--- config.mk ---
export PLATFORM = sky130hd
export DESIGN_NAME = fwd_hazard_unit
export DESIGN_NICKNAME = d
export VERILOG_FILES = /design/src/rtl/fwd_hazard_unit.sv
export SDC_FILE = /design/constraint.sdc
export NUM_CORES = 1
export LEC_CHECK = 0
export ABC_AREA = 1
export CAP_MARGIN = 20
export CORE_MARGIN = 1
export CORE_UTILIZATION = 35
export CTS_BUF_LIST = sky130_fd_sc_hd__clkbuf_8
export DETAILED_ROUTE_END_ITERATION = 16
export GPL_ROUTABILITY_DRIVEN = 0
export MAX_ROUTING_LAYER = met4
export SLEW_MARGIN = 20
export SYNTH_ARGS = -nofsm -noshare
export SYNTH_HDL_FRONTEND = slang
export SYNTH_SLANG_ARGS = --single-unit
--- constraint.sdc ---
create_clock -name clk -period 1.7 [get_ports clk]
set_input_delay 0.34 -clock clk [delete_from_list [all_inputs] [get_ports clk]]
set_output_delay 0.34 -clock clk [all_outputs]
set_load 0.05 [all_outputs]
--- src/rtl/fwd_hazard_unit.sv ---
// Operand-forwarding select and load-use hazard detection for the EX stage.
// Tracks the destination of each in-flight instruction for DEPTH stages after EX.
module fwd_hazard_unit #(
  parameter int unsigned NUM_READ   = 2,
  parameter int unsigned DEPTH      = 2,
  parameter int unsigned LOAD_DELAY = 1,
  parameter int unsigned CNT_W      = 32,
  localparam int unsigned SELW      = $clog2(DEPTH + 1)
) (
  input  logic                     clk,
  input  logic                     rst_n,
  input  logic                     ex_valid,
  input  logic                     ex_we,
  input  logic                     ex_is_load,
  input  logic [4:0]               ex_rd,
  input  logic [5*NUM_READ-1:0]    ex_rs,
  input  logic [NUM_READ-1:0]      ex_rs_used,
  input  logic                     ex_flush,
  input  logic                     cnt_clear,
  output logic [SELW*NUM_READ-1:0] fwd_sel,
  output logic                     stall,
  output logic [CNT_W-1:0]         stall_cnt,
  output logic [CNT_W-1:0]         fwd_cnt
);

  // Index i of the tracker holds stage k = i + 1.
  logic [DEPTH-1:0]      valid_q, valid_d;
  logic [DEPTH-1:0]      we_q, we_d;
  logic [DEPTH-1:0]      ld_q, ld_d;
  logic [DEPTH-1:0][4:0] rd_q, rd_d;

  logic [CNT_W-1:0] stall_cnt_q, stall_cnt_d;
  logic [CNT_W-1:0] fwd_cnt_q, fwd_cnt_d;

  logic [NUM_READ-1:0][SELW-1:0] sel_raw;
  logic [NUM_READ-1:0]           hazard;
  logic                          stall_w;
  logic                          any_fwd;

  // Scan oldest to youngest so the youngest producer overwrites older matches.
  always_comb begin
    sel_raw = '0;
    hazard  = '0;
    for (int p = 0; p < NUM_READ; p++) begin
      for (int k = DEPTH - 1; k >= 0; k--) begin
        if (ex_valid && ex_rs_used[p] && valid_q[k] && we_q[k] && (rd_q[k] != 5'd0) &&
            (rd_q[k] == ex_rs[5*p +: 5])) begin
          sel_raw[p] = SELW'(k + 1);
          hazard[p]  = ld_q[k] && (int'(LOAD_DELAY) >= k + 1);
        end
      end
    end
  end

  always_comb begin
    stall_w = (|hazard) && !ex_flush;
    fwd_sel = stall_w ? '0 : sel_raw;
    any_fwd = |fwd_sel;
  end

  always_comb begin
    valid_d = '0;
    we_d    = '0;
    ld_d    = '0;
    rd_d    = '0;
    if (!stall_w && !ex_flush) begin
      valid_d[0] = ex_valid;
      we_d[0]    = ex_we;
      ld_d[0]    = ex_is_load;
      rd_d[0]    = ex_rd;
    end
    for (int k = 1; k < DEPTH; k++) begin
      valid_d[k] = valid_q[k-1];
      we_d[k]    = we_q[k-1];
      ld_d[k]    = ld_q[k-1];
      rd_d[k]    = rd_q[k-1];
    end
  end

  always_comb begin
    stall_cnt_d = stall_cnt_q;
    fwd_cnt_d   = fwd_cnt_q;
    if (cnt_clear) begin
      stall_cnt_d = '0;
      fwd_cnt_d   = '0;
    end else begin
      if (stall_w && (stall_cnt_q != '1)) stall_cnt_d = stall_cnt_q + 1'b1;
      if (any_fwd && (fwd_cnt_q != '1))   fwd_cnt_d   = fwd_cnt_q + 1'b1;
    end
  end

  always_ff @(posedge clk or negedge rst_n) begin
    if (!rst_n) begin
      valid_q     <= '0;
      we_q        <= '0;
      ld_q        <= '0;
      rd_q        <= '0;
      stall_cnt_q <= '0;
      fwd_cnt_q   <= '0;
    end else begin
      valid_q     <= valid_d;
      we_q        <= we_d;
      ld_q        <= ld_d;
      rd_q        <= rd_d;
      stall_cnt_q <= stall_cnt_d;
      fwd_cnt_q   <= fwd_cnt_d;
    end
  end

  assign stall     = stall_w;
  assign stall_cnt = stall_cnt_q;
  assign fwd_cnt   = fwd_cnt_q;

endmodule

Word level (Yosys, flattened, before mapping) --
Cells that the tools add are included.
Operators by class: $add $sub $neg 2, multiplexer cells 15, equality and inequality tests 6, reduce and logical (&&, ||, !) cells 30
Operator list (number):
- $mux W32 | 4
- $add A32 B1 Y32 const B | 2
- $ne A32 B32 Y1 const B | 2
- $logic_and A1 B1 Y1 | 22
- $eq A5 B5 Y1 | 4
- $reduce_bool A5 Y1 | 2
- $mux W2 | 4
- $mux W1 | 5
- $mux W5 | 1
- $mux W4 | 1
- $reduce_bool A2 Y1 | 2
- $reduce_or A4 Y1 | 1
- $logic_not A1 Y1 | 2
- $reduce_or A2 Y1 | 1
Storage, ports and cells: logic and storage cells 60, output and inout port bits 69, register bits 79

Longest topological paths before layout --
word-level depth 13, depth in mapped cells 14

Worst setup path before layout --
Ideal clock, no wire load.
path type reg2out, start register rd_q, in the netlist rd_d[5], end output port fwd_sel[2], path slack -641 ps, arrival 2001 ps, path buffers 0, stages on the path, launching flop included 10, cell sequence dfrtp_1 > nor2_1 > nand2_1 > nor2_2 > nor2_1 > nand2_1 > nand2_1 > nand3_2 > inv_1 > nor2_1
On the way: word-level cells in the longest chain between the ends 7, elaborated cells between the ends (all ways) 13, classes of those cells 2 x eq/ne; 4 x mux; 7 x reduce/logical
Ends and longest elaborated chain:
- from (decl) | RTL line 30 | logic [DEPTH-1:0][4:0] rd_q, rd_d;
- from (signal assigned) | RTL line 104 | rd_q <= rd_d;
- $reduce_bool A5 Y1 | RTL line 46 | if (ex_valid && ex_rs_used[p] && valid_q[k] && we_q[k] && (rd_q[k] != 5'd0) &&
- $logic_and A1 B1 Y1 (2 in a row) | RTL line 46
- $mux W1 | RTL line 46
- $reduce_or A2 Y1 * | RTL line 56 | stall_w = (|hazard) && !ex_flush;
- $logic_and A1 B1 Y1 * | RTL line 56
- named net stall | RTL line 21 | output logic stall,
- $mux W4 * | RTL line 57 | fwd_sel = stall_w ? '0 : sel_raw;
- to (decl) | RTL line 20 | output logic [SELW*NUM_READ-1:0] fwd_sel,
The timed path passes the listed nets; every way through them passes the cells marked *.

Worst setup path after layout --
start input port ex_rs[7], end output port fwd_sel[3]
On the way: word-level cells in the longest chain between the ends 6, elaborated cells between the ends (all ways) 10, classes of those cells 2 x eq/ne; 4 x mux; 4 x reduce/logical
Ends and longest elaborated chain:
- from (decl) | RTL line 16 | input logic [5*NUM_READ-1:0] ex_rs,
- $eq A5 B5 Y1 | RTL line 47 | (rd_q[k] == ex_rs[5*p +: 5])) begin
- $logic_and A1 B1 Y1 | RTL line 46
- $mux W1 | RTL line 46
- $reduce_or A2 Y1 | RTL line 56
- $logic_and A1 B1 Y1 | RTL line 56
- $mux W4 * | RTL line 57
Mark *: on every way between the ends. The rest lies on a longest branch, timed or not.

==> run_summary.xml <==
<?xml version="1.0" encoding="UTF-8"?>
<metrics>
  <group name="cells_and_area">
    <metric name="layout.cells.non_filler" unit="">1250</metric>
    <metric name="area.sequential" unit="um2">2010</metric>
    <metric name="fin_nets" unit="">1060</metric>
    <metric name="fill_cells" unit="">1341</metric>
    <metric name="final_core_utilization" unit="">0.581</metric>
    <metric name="insertedDiodeCount" unit="">0</metric>
    <metric name="syn_to_final_growth" unit="%">61.4</metric>
    <metric name="drive_gt1_frac" unit="">0.348</metric>
    <metric name="total_area_of_multi_input_combinational_cells" unit="um2">3310</metric>
  </group>
  <group name="global_route">
    <metric name="grt_start_max_net_pins" unit="">45</metric>
    <metric name="number_of_antenna_violations_at_the_first_check_in_global_routing" unit="">0</metric>
    <metric name="grt_first_pass_wirelength" unit="um">29000</metric>
    <metric name="total_routing_usage_reported_by_global_routing" unit="">0.236</metric>
    <metric name="gr-total-overflow" unit="">0</metric>
    <metric name="grt_pass1_vias" unit="">5732</metric>
  </group>
  <group name="critical_path">
    <metric name="timing.critical_path.arrival" unit="ns">1.93</metric>
    <metric name="reg2reg_to" unit="">stall_cnt[5]</metric>
    <metric name="endpoint_of_the_worst_setup_timing_path" unit="">fwd_sel[3]</metric>
    <metric name="rr_worst_depth" unit="">13</metric>
    <metric name="critical_path.endpoint_type" unit="">output port</metric>
    <metric name="critPathSlowestCell" unit="">sky130_fd_sc_hd__clkdlybuf4s50_1</metric>
    <metric name="cpLargestDelayFamily" unit="">buffers and inverters</metric>
    <metric name="slowest_delay" unit="ns">0.54</metric>
    <metric name="worstSetupStartpointType" unit="">input pin</metric>
    <metric name="regToRegStartpoint" unit="">rd_d[6]</metric>
    <metric name="reg2reg_slack" unit="ns">-0.31</metric>
    <metric name="criticalPathCategory" unit="">in2out</metric>
    <metric name="timing.critical_path.cells" unit="">clkdlybuf4s50_1 &gt; xnor2_2 &gt; nand2_1 &gt; nor2_1 &gt; nand2_2 &gt; nand2_2 &gt; nand3_4 &gt; nand3_4 &gt; clkinvlp_4 &gt; buf_12</metric>
    <metric name="critical_path.startpoint" unit="">ex_rs[7]</metric>
    <metric name="timing.critical_path.buf_inv" unit="">3</metric>
    <metric name="timing.critical_path.depth" unit="">10</metric>
    <metric name="critPathRequiredTime" unit="ns">1.36</metric>
    <metric name="critPathMaxFanout" unit="">6</metric>
  </group>
  <group name="die">
    <metric name="chipHeight" unit="um">127</metric>
    <metric name="initial_core_util" unit="">0.360</metric>
    <metric name="dieArea" unit="um2">16200</metric>
    <metric name="io-pin-count" unit="">93</metric>
    <metric name="die_width" unit="um">127</metric>
    <metric name="placeableCoreArea" unit="um2">15300</metric>
    <metric name="placement_rows" unit="">45</metric>
  </group>
  <group name="synthesis">
    <metric name="synthMostInstantiatedCell" unit="">sky130_fd_sc_hd__nand2_1</metric>
    <metric name="synthTopCellsByArea" unit="">sky130_fd_sc_hd__dfrtp_1 (36%), sky130_fd_sc_hd__nand2_1 (16%), sky130_fd_sc_hd__nand3_1 (7.8%)</metric>
    <metric name="yosys_register_bits" unit="">79</metric>
    <metric name="synth_edf_count" unit="">0</metric>
    <metric name="synth-async-reset-ratio" unit="">1.00</metric>
    <metric name="yosys.cell_types.count" unit="">37</metric>
    <metric name="yosysWarnings" unit="">0</metric>
    <metric name="commonest_cells_post_synth" unit="">sky130_fd_sc_hd__nand2_1 (228), sky130_fd_sc_hd__nand3_1 (86), sky130_fd_sc_hd__nor2_1 (86)</metric>
    <metric name="syn-mean-instance-area" unit="um2">6.98</metric>
    <metric name="netlist.area_leader.share" unit="">0.360</metric>
    <metric name="postSynthNetCount" unit="">813</metric>
    <metric name="synth_top_area_cell" unit="">sky130_fd_sc_hd__dfrtp_1</metric>
    <metric name="netlist_instances" unit="">787</metric>
    <metric name="synth_sequential_area_ratio" unit="">0.360</metric>
    <metric name="netlist_area" unit="um2">5490</metric>
    <metric name="synthFlopType" unit="">sky130_fd_sc_hd__dfrtp_1</metric>
  </group>
  <group name="routing">
    <metric name="detail_route.wl_per_cell" unit="um">14.4</metric>
    <metric name="number_of_vias_per_cell_after_detailed_routing" unit="">4.97</metric>
    <metric name="route.antenna.remaining_nets" unit="">0</metric>
    <metric name="totalWireLength" unit="um">18000</metric>
    <metric name="drtIter0Drc" unit="">499</metric>
    <metric name="drt_first_pass_iters" unit="">5</metric>
    <metric name="detailroute.via_count" unit="">6212</metric>
    <metric name="post-route-drc-count" unit="">0</metric>
  </group>
  <group name="place">
    <metric name="dp_hpwl" unit="um">12900</metric>
    <metric name="dpl_cells" unit="">1210</metric>
    <metric name="io_buf_count" unit="">92</metric>
  </group>
  <group name="timing">
    <metric name="fin_worst_skew" unit="ns">0.00940</metric>
    <metric name="postLayoutSetupSlackWorst" unit="ns">-0.570</metric>
    <metric name="tightest_slew" unit="ns">0.422</metric>
    <metric name="period_needed" unit="ns">2.27</metric>
    <metric name="timing.final.hold_violations" unit="">0</metric>
    <metric name="final_number_of_max_transition_violations" unit="">0</metric>
    <metric name="final.period_utilization" unit="">1.34</metric>
    <metric name="rsz_0062_raised_after_global_routing" unit="">true</metric>
    <metric name="slew-limit-headroom" unit="">0.717</metric>
    <metric name="report.final.setup_viol" unit="">69</metric>
    <metric name="maxClockFrequency" unit="GHz">0.440</metric>
  </group>
  <group name="status">
    <metric name="status" unit="">finished with violations</metric>
    <metric name="violations" unit="">negative setup slack</metric>
  </group>
  <group name="power_and_ir_drop">
    <metric name="total_leakage_power" unit="nW">4.13</metric>
    <metric name="power.density_cell_area" unit="nW/um2">450</metric>
    <metric name="power.ir.vdd_worst" unit="mV">0.280</metric>
  </group>
  <group name="clock_tree">
    <metric name="cts.sink_count" unit="">79</metric>
    <metric name="numCtsBuffers" unit="">9</metric>
    <metric name="clockRootBuffer" unit="">sky130_fd_sc_hd__clkbuf_8</metric>
    <metric name="clkLatencyLatePin" unit="ns">0.38</metric>
    <metric name="clock_tree_from_tritoncts" unit="">built</metric>
    <metric name="htree_levels" unit="">3</metric>
    <metric name="clockBufferDepth" unit="">2</metric>
    <metric name="clkTransAtPathRegs" unit="ns">0.09</metric>
  </group>
  <group name="hold_path">
    <metric name="min-delay-path-class" unit="">in2reg</metric>
    <metric name="start_point_of_the_worst_min_delay_path" unit="">ex_valid</metric>
  </group>
  <group name="job">
    <metric name="timing.max_cap.violations" unit="">0</metric>
  </group>
</metrics>
layer usage:
metal,share of wire,global-route usage,vias to the layer above
li1,-,-,3039
met1,0.45,0.309,2894
met2,0.47,0.374,244
met3,0.060,0.0268,35
met4,0.023,0.0889,0
met5,0,-,-
worst reg2reg max path: cells and delay by family (launching register included):
| family | cells | cell delay (ns) |
|---|---|---|
| AOI/OAI and AO/OA | 1 | 0.16 |
| DFF | 1 | 0.47 |
| and+or+nand+nor | 7 | 0.51 |
| xor gates and xnor gates | 1 | 0.19 |
| buffers and inverters | 4 | 0.64 |
how the worst min path moves through the flow:
stage	to	slack, ns	depth (start not counted)
after floorplan	fwd_cnt[0]	0.04	0
after global routing	valid_q[0]	0.25	3
after CTS	valid_q[1]	0.39	0
after global placement	stall_cnt[11]	0.29	1
after detailed placement	stall_cnt[19]	0.30	1
final	valid_q[0]	0.23	3
layout make-up:
type | count | area share
clock buffer | 11 | 0.0171
clock inverter | 5 | 0.00903
inverter | 88 | 0.0385
multi-input combinational | 598 | 0.374
sequential | 79 | 0.227
tap | 211 | 0.0298
timing repair buffer | 258 | 0.305
metrics by stage:
step / area (um2) / setup TNS (ns) / hold slack, ns / worst slack [ns] / power [mW]
after CTS: 8790 / -17.54 / 0.386 / -0.541 / 4.02
after global placement: 8280 / -44.81 / 0.295 / -0.689 / 2.27
after floorplan: 5730 / -14.17 / 0.0444 / -0.291 / 2.10
after detailed placement: 8280 / -46.75 / 0.299 / -0.719 / 2.27
after global routing: 8870 / -28.06 / 0.252 / -0.671 / 4.12
final: 8870 / -18.74 / 0.229 / -0.570 / 3.99
logic make-up (layout without fill, tap and decap cells):
family	count (synthesis)	count (layout)	share of synthesized area
and+or+nand+nor	510	513	0.424
DFF	79	79	0.360
xor gates and xnor gates	55	55	0.0877
AOI/OAI and AO/OA	28	28	0.0335
buffers and inverters	113	362	0.0904
adders and majority gates	2	2	0.00456
cells in the final DEF (no fill, tap or decap), drive strengths merged:
cell	Yosys	layout
xnor2	27	27
clkdlybuf4s50	0	21
nor3b	3	3
nor4	2	2
buf	19	234
a21oi	5	5
clkinvlp	0	5
nand3b	10	10
nand3	87	87
o21ai	22	22
xor2	28	28
a21o	1	1
clkinv	0	1
nor3	34	34
nor4b	1	1
bufinv	0	2
nand2b	1	1
dlymetal6s2s	0	1
dlygate4sd3	0	1
nor2	91	94
nor2b	1	1
ha	2	2
nand2	233	233
bufbuf	0	1
dfrtp	79	79
clkbuf	6	11
inv	88	85
and3	1	1
nand4	46	46
sequential cells by signal (all words and copies together), names as in the netlist:
name and cells:
fwd_cnt 32, ld_q 1, rd_d 5, rd_q 5, stall_cnt 32, valid_q 2
we_q 2
power by group:
part           internal (mW)  switching (mW)  total, mW
Sequential              1.90          0.0215       1.92
Clock                  0.905           0.789       1.69
Combinational          0.171           0.203      0.374
what timing repair did:
action,in CTS,in global routing
endpoints found under the setup margin,70,77
hold buffers,1,0
pin swaps,5,4
buffers inserted,17,2
gates cloned,4,0
gates resized for setup,20,16
hold endpoints to repair,23,0
Note: power is estimated with default switching activity, not from simulation.
